[config.mk]
export PLATFORM = sky130hd
export DESIGN_NAME = car_sequencer_flat
export DESIGN_NICKNAME = d
export VERILOG_FILES = /design/src/rtl/car_sequencer_pkg.sv /design/src/rtl/car_sequencer_if.sv /design/src/rtl/car_sequencer_hold_timer.sv /design/src/rtl/car_sequencer.sv /design/src/flat_wrapper.sv
export SDC_FILE = /design/constraint.sdc
export NUM_CORES = 1
export LEC_CHECK = 0
export CORE_MARGIN = 1.5
export CORE_UTILIZATION = 45
export CTS_BUF_LIST = sky130_fd_sc_hd__clkbuf_4
export DETAILED_ROUTE_END_ITERATION = 6
export PLACE_DENSITY_LB_ADDON = 0.3
export SLEW_MARGIN = 30
export SYNTH_ARGS = -nofsm -noshare
export SYNTH_HDL_FRONTEND = slang
export SYNTH_SLANG_ARGS = --single-unit
[constraint.sdc]
create_clock -name clk -period 4.7 [get_ports clk]
set_input_delay 0.94 -clock clk [delete_from_list [all_inputs] [get_ports clk]]
set_output_delay 0.94 -clock clk [all_outputs]
set_load 0.01 [all_outputs]
[src/rtl/car_sequencer_pkg.sv]
// Shared types for the car sensor stimulus generator: phase states and the
// {a,b} pattern tables for each of the four car manoeuvres.
package car_seq_pkg;

    typedef enum logic [2:0] {
        IDLE = 3'd0,
        PH1  = 3'd1,
        PH2  = 3'd2,
        PH3  = 3'd3,
        GAP  = 3'd4
    } seq_state_e;

    // Element 0 is PH1, element 3 is the closing gap; each entry is {a,b}.
    localparam logic [3:0][1:0] PAT_ENTER      = {2'b00, 2'b01, 2'b11, 2'b10};
    localparam logic [3:0][1:0] PAT_EXIT       = {2'b00, 2'b10, 2'b11, 2'b01};
    localparam logic [3:0][1:0] PAT_BALK_ENTER = {2'b00, 2'b10, 2'b11, 2'b10};
    localparam logic [3:0][1:0] PAT_BALK_EXIT  = {2'b00, 2'b01, 2'b11, 2'b01};

    function automatic logic [1:0] phase_pattern(input logic dir,
                                                 input logic balk,
                                                 input seq_state_e st);
        logic [1:0]       idx;
        logic [3:0][1:0]  tbl;
        idx = 2'd0;
        case (st)
            PH1:     idx = 2'd0;
            PH2:     idx = 2'd1;
            PH3:     idx = 2'd2;
            GAP:     idx = 2'd3;
            default: idx = 2'd0;
        endcase
        case ({dir, balk})
            2'b00:   tbl = PAT_ENTER;
            2'b10:   tbl = PAT_EXIT;
            2'b01:   tbl = PAT_BALK_ENTER;
            default: tbl = PAT_BALK_EXIT;
        endcase
        return (st == IDLE) ? 2'b00 : tbl[idx];
    endfunction

endpackage

[src/rtl/car_sequencer_if.sv]
// Command and sensor-output bundle between the sequencer and its driver.
interface car_seq_if;
    logic start;
    logic dir;
    logic balk;
    logic a;
    logic b;
    logic busy;
    logic done;

    modport master (output start, dir, balk, input a, b, busy, done);
    modport slave  (input start, dir, balk, output a, b, busy, done);
endinterface

[src/rtl/car_sequencer_hold_timer.sv]
// Phase hold timer: loads HOLD_CYCLES-1, counts down while enabled and
// flags expiry at zero without wrapping.
module hold_timer #(
    parameter int HOLD_CYCLES = 25_000_000
) (
    input  logic clk,
    input  logic reset,
    input  logic load,
    input  logic en,
    output logic expire
);
    localparam int W = $clog2(HOLD_CYCLES + 1);
    localparam logic [W-1:0] LOAD_VAL = W'(HOLD_CYCLES - 1);

    logic [W-1:0] cnt_q;
    logic [W-1:0] cnt_d;

    always_comb begin
        cnt_d = cnt_q;
        if (load) begin
            cnt_d = LOAD_VAL;
        end else if (en && (cnt_q != '0)) begin
            cnt_d = cnt_q - 1'b1;
        end
    end

    always_ff @(posedge clk) begin
        if (reset) begin
            cnt_q <= '0;
        end else begin
            cnt_q <= cnt_d;
        end
    end

    assign expire = (cnt_q == '0);
endmodule

[src/rtl/car_sequencer.sv]
// Drives mock photo-sensor lines a/b through enter, exit or balk patterns on
// command so the detector/counter path can be exercised without a real car.
module car_sequencer
    import car_seq_pkg::*;
#(
    parameter int HOLD_CYCLES = 25_000_000
) (
    input logic     clk,
    input logic     reset,
    car_seq_if.slave bus
);
    seq_state_e state_q, state_d;
    logic       dir_q, dir_d;
    logic       balk_q, balk_d;
    logic [1:0] ab_q, ab_d;
    logic       busy_q, busy_d;
    logic       done_q, done_d;
    logic       load;
    logic       expire;

    hold_timer #(.HOLD_CYCLES(HOLD_CYCLES)) u_hold_timer (
        .clk    (clk),
        .reset  (reset),
        .load   (load),
        .en     (state_q != IDLE),
        .expire (expire)
    );

    always_comb begin
        state_d = state_q;
        dir_d   = dir_q;
        balk_d  = balk_q;
        load    = 1'b0;
        done_d  = 1'b0;
        case (state_q)
            IDLE: if (bus.start) begin
                state_d = PH1;
                dir_d   = bus.dir;
                balk_d  = bus.balk;
                load    = 1'b1;
            end
            PH1: if (expire) begin
                state_d = PH2;
                load    = 1'b1;
            end
            PH2: if (expire) begin
                state_d = PH3;
                load    = 1'b1;
            end
            PH3: if (expire) begin
                state_d = GAP;
                load    = 1'b1;
            end
            GAP: if (expire) begin
                state_d = IDLE;
                done_d  = 1'b1;
            end
            default: state_d = IDLE;
        endcase
        // Outputs are registered from the next state so they line up with it.
        ab_d   = phase_pattern(dir_d, balk_d, state_d);
        busy_d = (state_d != IDLE);
    end

    always_ff @(posedge clk) begin
        if (reset) begin
            state_q <= IDLE;
            dir_q   <= 1'b0;
            balk_q  <= 1'b0;
            ab_q    <= 2'b00;
            busy_q  <= 1'b0;
            done_q  <= 1'b0;
        end else begin
            state_q <= state_d;
            dir_q   <= dir_d;
            balk_q  <= balk_d;
            ab_q    <= ab_d;
            busy_q  <= busy_d;
            done_q  <= done_d;
        end
    end

    assign bus.a    = ab_q[1];
    assign bus.b    = ab_q[0];
    assign bus.busy = busy_q;
    assign bus.done = done_q;
endmodule
[src/flat_wrapper.sv]
// flat-port wrapper written by rule: the top's interface ports become plain ports
module car_sequencer_flat import car_seq_pkg::*;
#(
    parameter int HOLD_CYCLES = 25_000_000
)
  (clk, reset, bus_start, bus_dir, bus_balk, bus_a, bus_b, bus_busy, bus_done);
  car_seq_if bus_i ();
  input logic clk;
  input logic reset;
  input wire logic [$bits(bus_i.start)-1:0] bus_start;
  input wire logic [$bits(bus_i.dir)-1:0] bus_dir;
  input wire logic [$bits(bus_i.balk)-1:0] bus_balk;
  output wire logic [$bits(bus_i.a)-1:0] bus_a;
  output wire logic [$bits(bus_i.b)-1:0] bus_b;
  output wire logic [$bits(bus_i.busy)-1:0] bus_busy;
  output wire logic [$bits(bus_i.done)-1:0] bus_done;
  assign bus_i.start = bus_start;
  assign bus_i.dir = bus_dir;
  assign bus_i.balk = bus_balk;
  assign bus_a = bus_i.a;
  assign bus_b = bus_i.b;
  assign bus_busy = bus_i.busy;
  assign bus_done = bus_i.done;
  car_sequencer #(.HOLD_CYCLES(HOLD_CYCLES)) u_core (.clk(clk), .reset(reset), .bus(bus_i));
endmodule
==> impl_metrics.env, run 1 <==
export IMPL_outcome="completed"
export IMPL_ys_ff_latch=34
export IMPL_drcViolationCount=0
export IMPL_route_vias_total=1528
export IMPL_initial_core_util_pct=47.4
export IMPL_syn_inst=205
export IMPL_slowest_delay_ps=550
export IMPL_fin_crit_ps=2610
export IMPL_synthToLayoutAreaGrowth_pct=11.4
export IMPL_drive_gt1_share_pct=6.07
export IMPL_finalPower_uw=732
export IMPL_cp_slowest_cell="clkdlybuf4s50_1"
export IMPL_synth_top_cell_area_share_pct=38.9
export IMPL_dr_pass1_iters=4
export IMPL_stdcell_area_um2=1950
export IMPL_cts_buffers=5
export IMPL_p_leak_nw=0.682
export IMPL_wirelength_mm=3.62
export IMPL_fin_crit_sh_pct=55.6
export IMPL_fp_dieH_um=65.3
export IMPL_r2r_slack_ps=2240
export IMPL_layout_cells_non_filler=262
export IMPL_timing_fmax_mhz=383
export IMPL_fin_setup_tns_ps=0
export IMPL_worst_pin_slew_ps=860
export IMPL_grt_pass1_vias=1335
export IMPL_cp_max_fo=5
export IMPL_crit_path_end="u_core.ab_q[1]$_SDFF_PP0_"
export IMPL_yosysWarnings=0
export IMPL_finalSetupViolations=0
export IMPL_num_rows=22
export IMPL_detailed_place_area_um2=1850
export IMPL_syn_area_per_cell_um2=8.53
export IMPL_startpoint="bus_start"
export IMPL_portBuffers=8
export IMPL_crit_chain="clkdlybuf4s50_1 > and2_1 > mux2i_1 > inv_1 > ha_1 > nor3_1 > nand3_1 > a41oi_1"
export IMPL_syn_area_um2=1750
export IMPL_gp_congestion=0.856
export IMPL_synth_main_ff_cell="dfxtp_1"
export IMPL_cts_root_buf="clkbuf_4"
export IMPL_grt_overflow_total=0
export IMPL_wire_per_inst_um=13.8
export IMPL_clockBufferDepth=2
export IMPL_drv_slew=0
export IMPL_clk_pin_slew_ps=110
export IMPL_max_cap_violations=0
export IMPL_ys_types=38
export IMPL_fp_dieW_um=65.3
export IMPL_synthTopCellsByArea="dfxtp_1 (39%), a21oi_1 (6.3%), xnor2_1 (5.5%)"
export IMPL_cts_setup_buffers=0
export IMPL_grt_pass1_wl_mm=6.10
export IMPL_clock_latency_ps=340
export IMPL_cts_sinks=34
export IMPL_p_per_area_nw_per_um2=376
export IMPL_post_cts_resized=0
export IMPL_num_io_pins=9
export IMPL_start_kind="input port"
export IMPL_via_per_inst=5.83
export IMPL_timing_rr_start="u_core.state_q[0]$_SDFF_PP0_"
export IMPL_cp_data_required_time_ps=4960
export IMPL_hold_buffers=0
export IMPL_grt_antenna_before_repair=0
export IMPL_grt_max_degree=25
export IMPL_layout_nets=223
export IMPL_end_kind="flip-flop"
export IMPL_crit_type="input port to flip-flop"
export IMPL_hold_viol_final=0
export IMPL_reg2reg_to="u_core.ab_q[1]$_SDFF_PP0_"
export IMPL_grt_util_all_layers_pct=18.5
export IMPL_htree_levels=2
export IMPL_place_detailed_hpwl_mm=2.51
export IMPL_slew_headroom_pct=42.5
export IMPL_synth_edf_count=0
export IMPL_yosysSeqAreaShare_pct=38.9
export IMPL_worst_ep_arrival_time_ps=2870
export IMPL_r2r_cells=8
export IMPL_ant_nets=0
export IMPL_coreArea_um2=3690
export IMPL_synth_largest_area_cell="dfxtp_1"
export IMPL_cts_tree="done"
export IMPL_drtIter0Drc=95
export IMPL_skew_ps=13.2
export IMPL_dieArea_um2=4270
export IMPL_hold_class="flip-flop to flip-flop"
export IMPL_antenna_cells=0
export IMPL_synth_nets=215
export IMPL_async_flop_share_pct=0
export IMPL_final_fill_count=372
export IMPL_placed_cells=254
export IMPL_peakVddDrop_mv=0.194
export IMPL_rsz0062_at_grt="false"
[worst min-delay path by stage]
stage / start / end / slack (ps) / cells past startpoint
floorplan: u_core.u_hold_timer.cnt_q[23]$_SDFFE_PP0P_ / u_core.u_hold_timer.cnt_q[23]$_SDFFE_PP0P_ / 460 / 2
global placement: u_core.u_hold_timer.cnt_q[24]$_SDFFE_PP0P_ / u_core.u_hold_timer.cnt_q[24]$_SDFFE_PP0P_ / 480 / 2
detailed placement: u_core.u_hold_timer.cnt_q[24]$_SDFFE_PP0P_ / u_core.u_hold_timer.cnt_q[24]$_SDFFE_PP0P_ / 480 / 2
CTS: u_core.u_hold_timer.cnt_q[24]$_SDFFE_PP0P_ / u_core.u_hold_timer.cnt_q[24]$_SDFFE_PP0P_ / 500 / 2
global route: u_core.u_hold_timer.cnt_q[24]$_SDFFE_PP0P_ / u_core.u_hold_timer.cnt_q[24]$_SDFFE_PP0P_ / 530 / 2
finish: u_core.u_hold_timer.cnt_q[24]$_SDFFE_PP0P_ / u_core.u_hold_timer.cnt_q[24]$_SDFFE_PP0P_ / 500 / 2
[logic make-up (layout without fill, tap and decap cells)]
kind of cell    Yosys count  in the layout  synth area share (%)
mux                       2              2                  1.14
simple gates             79             79                  25.5
flops                    34             34                  38.9
fa+ha+maj                 5              5                  3.58
buf+inv                  16             25                  4.36
xor+xnor                 14             14                  7.01
compound gates           55             55                  19.5
[critical path, delay by kind of cell]
kind                     cells  cell delay [ps]
adder cells (fa/ha/maj)      1              230
multiplexers                 1              350
buffers and inverters        2              660
AND/OR/NAND/NOR              3              490
AO/OA/AOI/OAI                1              200
[placed cells by master (no fill, tap or decap)]
cell type	synthesis	final
a211oi_1	4	4
nand2_1	10	10
or2_2	2	2
nor4b_1	1	1
xnor2_1	11	11
mux2i_1	2	2
clkdlybuf4s50_1	0	8
or4_1	8	8
o22ai_1	1	1
or3_4	2	2
nor2_1	12	12
o31ai_1	6	6
a31oi_1	3	3
a41oi_1	1	1
and2_1	1	1
a2111oi_1	1	1
nand3_1	10	10
nor4_1	6	6
clkinv_1	0	1
a21o_2	1	1
ha_1	5	5
o211ai_1	5	5
clkbuf_4	0	5
nand4_1	3	3
a21oi_1	22	22
nor3_1	8	8
xor2_1	3	3
and4_2	1	1
dfxtp_1	34	34
a2111o_1	1	1
nor3b_1	1	1
bufinv_16	0	2
inv_1	9	9
or3_1	10	10
and3_1	1	1
and4_1	1	1
o311ai_0	1	1
o21ai_0	9	9
nand2b_1	2	2
[cell usage after synthesis (all sizes together) (2+ instances only)]
cell    count
nand4       3
o211ai      5
nor4        6
o21ai       9
or2         2
xor2        3
ha          5
mux2i       2
nand3      10
clkbuf      4
o31ai       6
a21oi      22
nand2      10
inv         9
nor3        8
a31oi       3
or4         8
nand2b      2
or3        12
xnor2      11
nor2       12
and4        2
dfxtp      34
a211oi      4
buf         3
[layout make-up]
| type | count | area (um2) | area share, % |
|---|---|---|---|
| inverters | 9 | 33.8 | 1.73 |
| flip-flops and latches | 34 | 681 | 34.9 |
| multi-input cells | 155 | 992 | 50.9 |
| well taps | 48 | 60.1 | 3.08 |
| repair buffers | 8 | 80.1 | 4.11 |
| clock buffers | 5 | 37.5 | 1.93 |
| clock inverters | 3 | 63.8 | 3.28 |
[stage by stage]
| step | utilization [%] | setup WS (ps) | hold WS, ps |
|---|---|---|---|
| 2_1_floorplan | - | 2470 | 459 |
| 3_3_place_gp | 50.1 | 1790 | 475 |
| 3_5_place_dp | 50.1 | 1740 | 478 |
| 4_1_cts | 52.8 | 2080 | 496 |
| 5_1_grt | 52.8 | 1840 | 526 |
| 6_report | 52.8 | 2090 | 496 |
[sequential cells by signal (all words and copies together), names as in the netlist]
signal / flops
u_core.balk_q: 1
u_core.dir_q: 1
u_core.bus.busy: 1
u_core.ab_q: 2
u_core.bus.done: 1
u_core.state_q: 3
u_core.u_hold_timer.cnt_q: 25
[power breakdown]
| part | internal (mW) | switching, mW | total [mW] |
|---|---|---|---|
| Sequential | 0.312 | 0.0250 | 0.337 |
| Combinational | 0.0577 | 0.0739 | 0.132 |
| Clock | 0.164 | 0.0998 | 0.264 |
[layer usage]
layer	up-vias	part of all wire [%]	track usage (%)
met2	25	46	29.0
met3	7	3.3	4.62
met1	710	49	24.3
met4	0	1.5	7.29
li1	786	-	-
met5	-	0	0
Power figures use the tool's default switching activity.
==> inputs of run 2 (changes only) <==
==> constraint.sdc (replaced) <==
create_clock -name clk -period 2.6 [get_ports clk]
set_input_delay 0.52 -clock clk [delete_from_list [all_inputs] [get_ports clk]]
set_output_delay 0.52 -clock clk [all_outputs]
set_load 0.01 [all_outputs]
==> impl_metrics.env, run 2 (synthesis results as in run 1) <==
export IMPL_outcome="completed"
export IMPL_post_cts_resized=0
export IMPL_detailed_place_area_um2=1910
export IMPL_end_kind="flip-flop"
export IMPL_initial_core_util_pct=47.4
export IMPL_cp_max_fo=10
export IMPL_cts_tree="done"
export IMPL_r2r_cells=8
export IMPL_htree_levels=2
export IMPL_ant_nets=0
export IMPL_cts_setup_buffers=0
export IMPL_wirelength_mm=3.71
export IMPL_grt_pass1_wl_mm=6.43
export IMPL_worst_ep_arrival_time_ps=2630
export IMPL_skew_ps=4.73
export IMPL_grt_antenna_before_repair=0
export IMPL_final_cell_mix="dfxtp_1 (34), a21oi_1 (22), nor2_1 (12), xnor2_1 (11)"
export IMPL_layout_nets=232
export IMPL_holdWs_ps=492
export IMPL_portBuffers=8
export IMPL_fin_crit_sh_pct=91.2
export IMPL_layout_cells_non_filler=271
export IMPL_cp_data_required_time_ps=2860
export IMPL_seqCellArea_um2=681
export IMPL_largest_reg_flops=25
export IMPL_drv_slew=0
export IMPL_min_delay_start="u_core.u_hold_timer.cnt_q[24]$_SDFFE_PP0P_"
export IMPL_dieArea_um2=4270
export IMPL_num_io_pins=9
export IMPL_p_per_area_nw_per_um2=582
export IMPL_reg2reg_to="u_core.ab_q[1]$_SDFF_PP0_"
export IMPL_grt_overflow_total=0
export IMPL_synthToLayoutAreaGrowth_pct=12.5
export IMPL_start_kind="flip-flop"
export IMPL_fin_setup_tns_ps=0
export IMPL_grt_util_all_layers_pct=19.6
export IMPL_hold_buffers=0
export IMPL_clockBufferDepth=2
export IMPL_cts_root_buf="clkbuf_4"
export IMPL_num_rows=22
export IMPL_antenna_cells=0
export IMPL_layout_commonest_cell="dfxtp_1"
export IMPL_hold_viol_final=0
export IMPL_wire_per_inst_um=13.7
export IMPL_timing_fmax_mhz=422
export IMPL_drcViolationCount=0
export IMPL_top_register="u_core.u_hold_timer.cnt_q"
export IMPL_grt_pass1_vias=1417
export IMPL_largestRegisters="u_core.u_hold_timer.cnt_q: 25 flops, u_core.state_q: 3 flops, u_core.ab_q: 2 flops"
export IMPL_multi_input_area_um2=992
export IMPL_crit_type="flip-flop to flip-flop"
export IMPL_timing_rr_start="u_core.state_q[0]$_SDFF_PP0_"
export IMPL_stdcell_area_um2=1970
export IMPL_rsz0062_at_grt="false"
export IMPL_grt_max_degree=15
export IMPL_fin_crit_ps=2370
export IMPL_finalPower_mw=1.15
export IMPL_cts_sinks=34
export IMPL_clk_pin_slew_ps=100
export IMPL_r2r_slack_ps=230
export IMPL_place_detailed_hpwl_mm=2.67
export IMPL_gp_congestion=0.838
export IMPL_slew_headroom_pct=58.6
export IMPL_final_fill_count=355
export IMPL_drtIter0Drc=125
export IMPL_cts_buffers=5
export IMPL_route_vias_total=1589
export IMPL_placed_cells=263
export IMPL_clock_latency_ps=330
export IMPL_p_leak_nw=0.705
export IMPL_coreArea_um2=3690
export IMPL_via_per_inst=5.86
export IMPL_hold_end="u_core.u_hold_timer.cnt_q[24]$_SDFFE_PP0P_"
export IMPL_hold_depth=2
export IMPL_dr_pass1_iters=4
export IMPL_fp_dieH_um=65.3
export IMPL_hold_class="flip-flop to flip-flop"
export IMPL_peakVddDrop_mv=0.287
export IMPL_max_cap_violations=0
export IMPL_worst_pin_slew_ps=616
export IMPL_finalSetupViolations=0
export IMPL_drive_gt1_share_pct=9.87
export IMPL_fp_dieW_um=65.3
-- run 2: cell count changes in the layout (fill, tap and decap cells not counted) --
cell	change
bufinv_16	-2
clkbuf_4	+1
buf_4	+9
clkinv_2	+1
-- run 2: worst max path at each step --
stage	to	from	cells past startpoint	slack [ps]
floorplan	u_core.ab_q[1]$_SDFF_PP0_	u_core.state_q[0]$_SDFF_PP0_	8	480
global placement	u_core.ab_q[1]$_SDFF_PP0_	bus_start	7	220
detailed placement	u_core.ab_q[1]$_SDFF_PP0_	bus_start	8	150
CTS	u_core.ab_q[1]$_SDFF_PP0_	u_core.state_q[0]$_SDFF_PP0_	8	230
global route	u_core.ab_q[1]$_SDFF_PP0_	u_core.state_q[0]$_SDFF_PP0_	8	20
finish	u_core.ab_q[1]$_SDFF_PP0_	u_core.state_q[0]$_SDFF_PP0_	8	230
-- run 2: worst max-delay path, stage by stage (launching register included) --
cell,delay (ps)
dfxtp_1,400
nor3_1,430
and2_1,240
mux2i_1,360
inv_1,130
ha_1,240
nor3_1,200
nand3_1,100
a41oi_1,200
-- run 2: cell type report --
class	instances	area share [%]
Clock inverter	2	0.445
Tap cell	48	3.05
Clock buffer	6	2.29
Inverter	9	1.72
Timing Repair Buffer	17	7.50
Multi-Input combinational cell	155	50.4
Sequential cell	34	34.6
-- run 2: per-layer routing --
| layer | global-route usage (%) | wire length (um) |
|---|---|---|
| met1 | 25.5 | 1770 |
| met2 | 31.9 | 1690 |
| met3 | 4.62 | 188 |
| met4 | 6.51 | 57 |
| met5 | 0 | 0 |
-- run 2: through the flow --
stage | worst slack (ps) | util [%]
global placement | 221 | 51.9
global route | 21.4 | 53.4
detailed placement | 151 | 51.9
floorplan | 480 | -
CTS | 232 | 53.4
finish | 230 | 53.4
-- run 2: report_power, final --
| part | switching, mW | internal, mW |
|---|---|---|
| sequential | 0.0436 | 0.563 |
| combinational | 0.138 | 0.115 |
| clock | 0.174 | 0.112 |
| total | 0.355 | 0.790 |
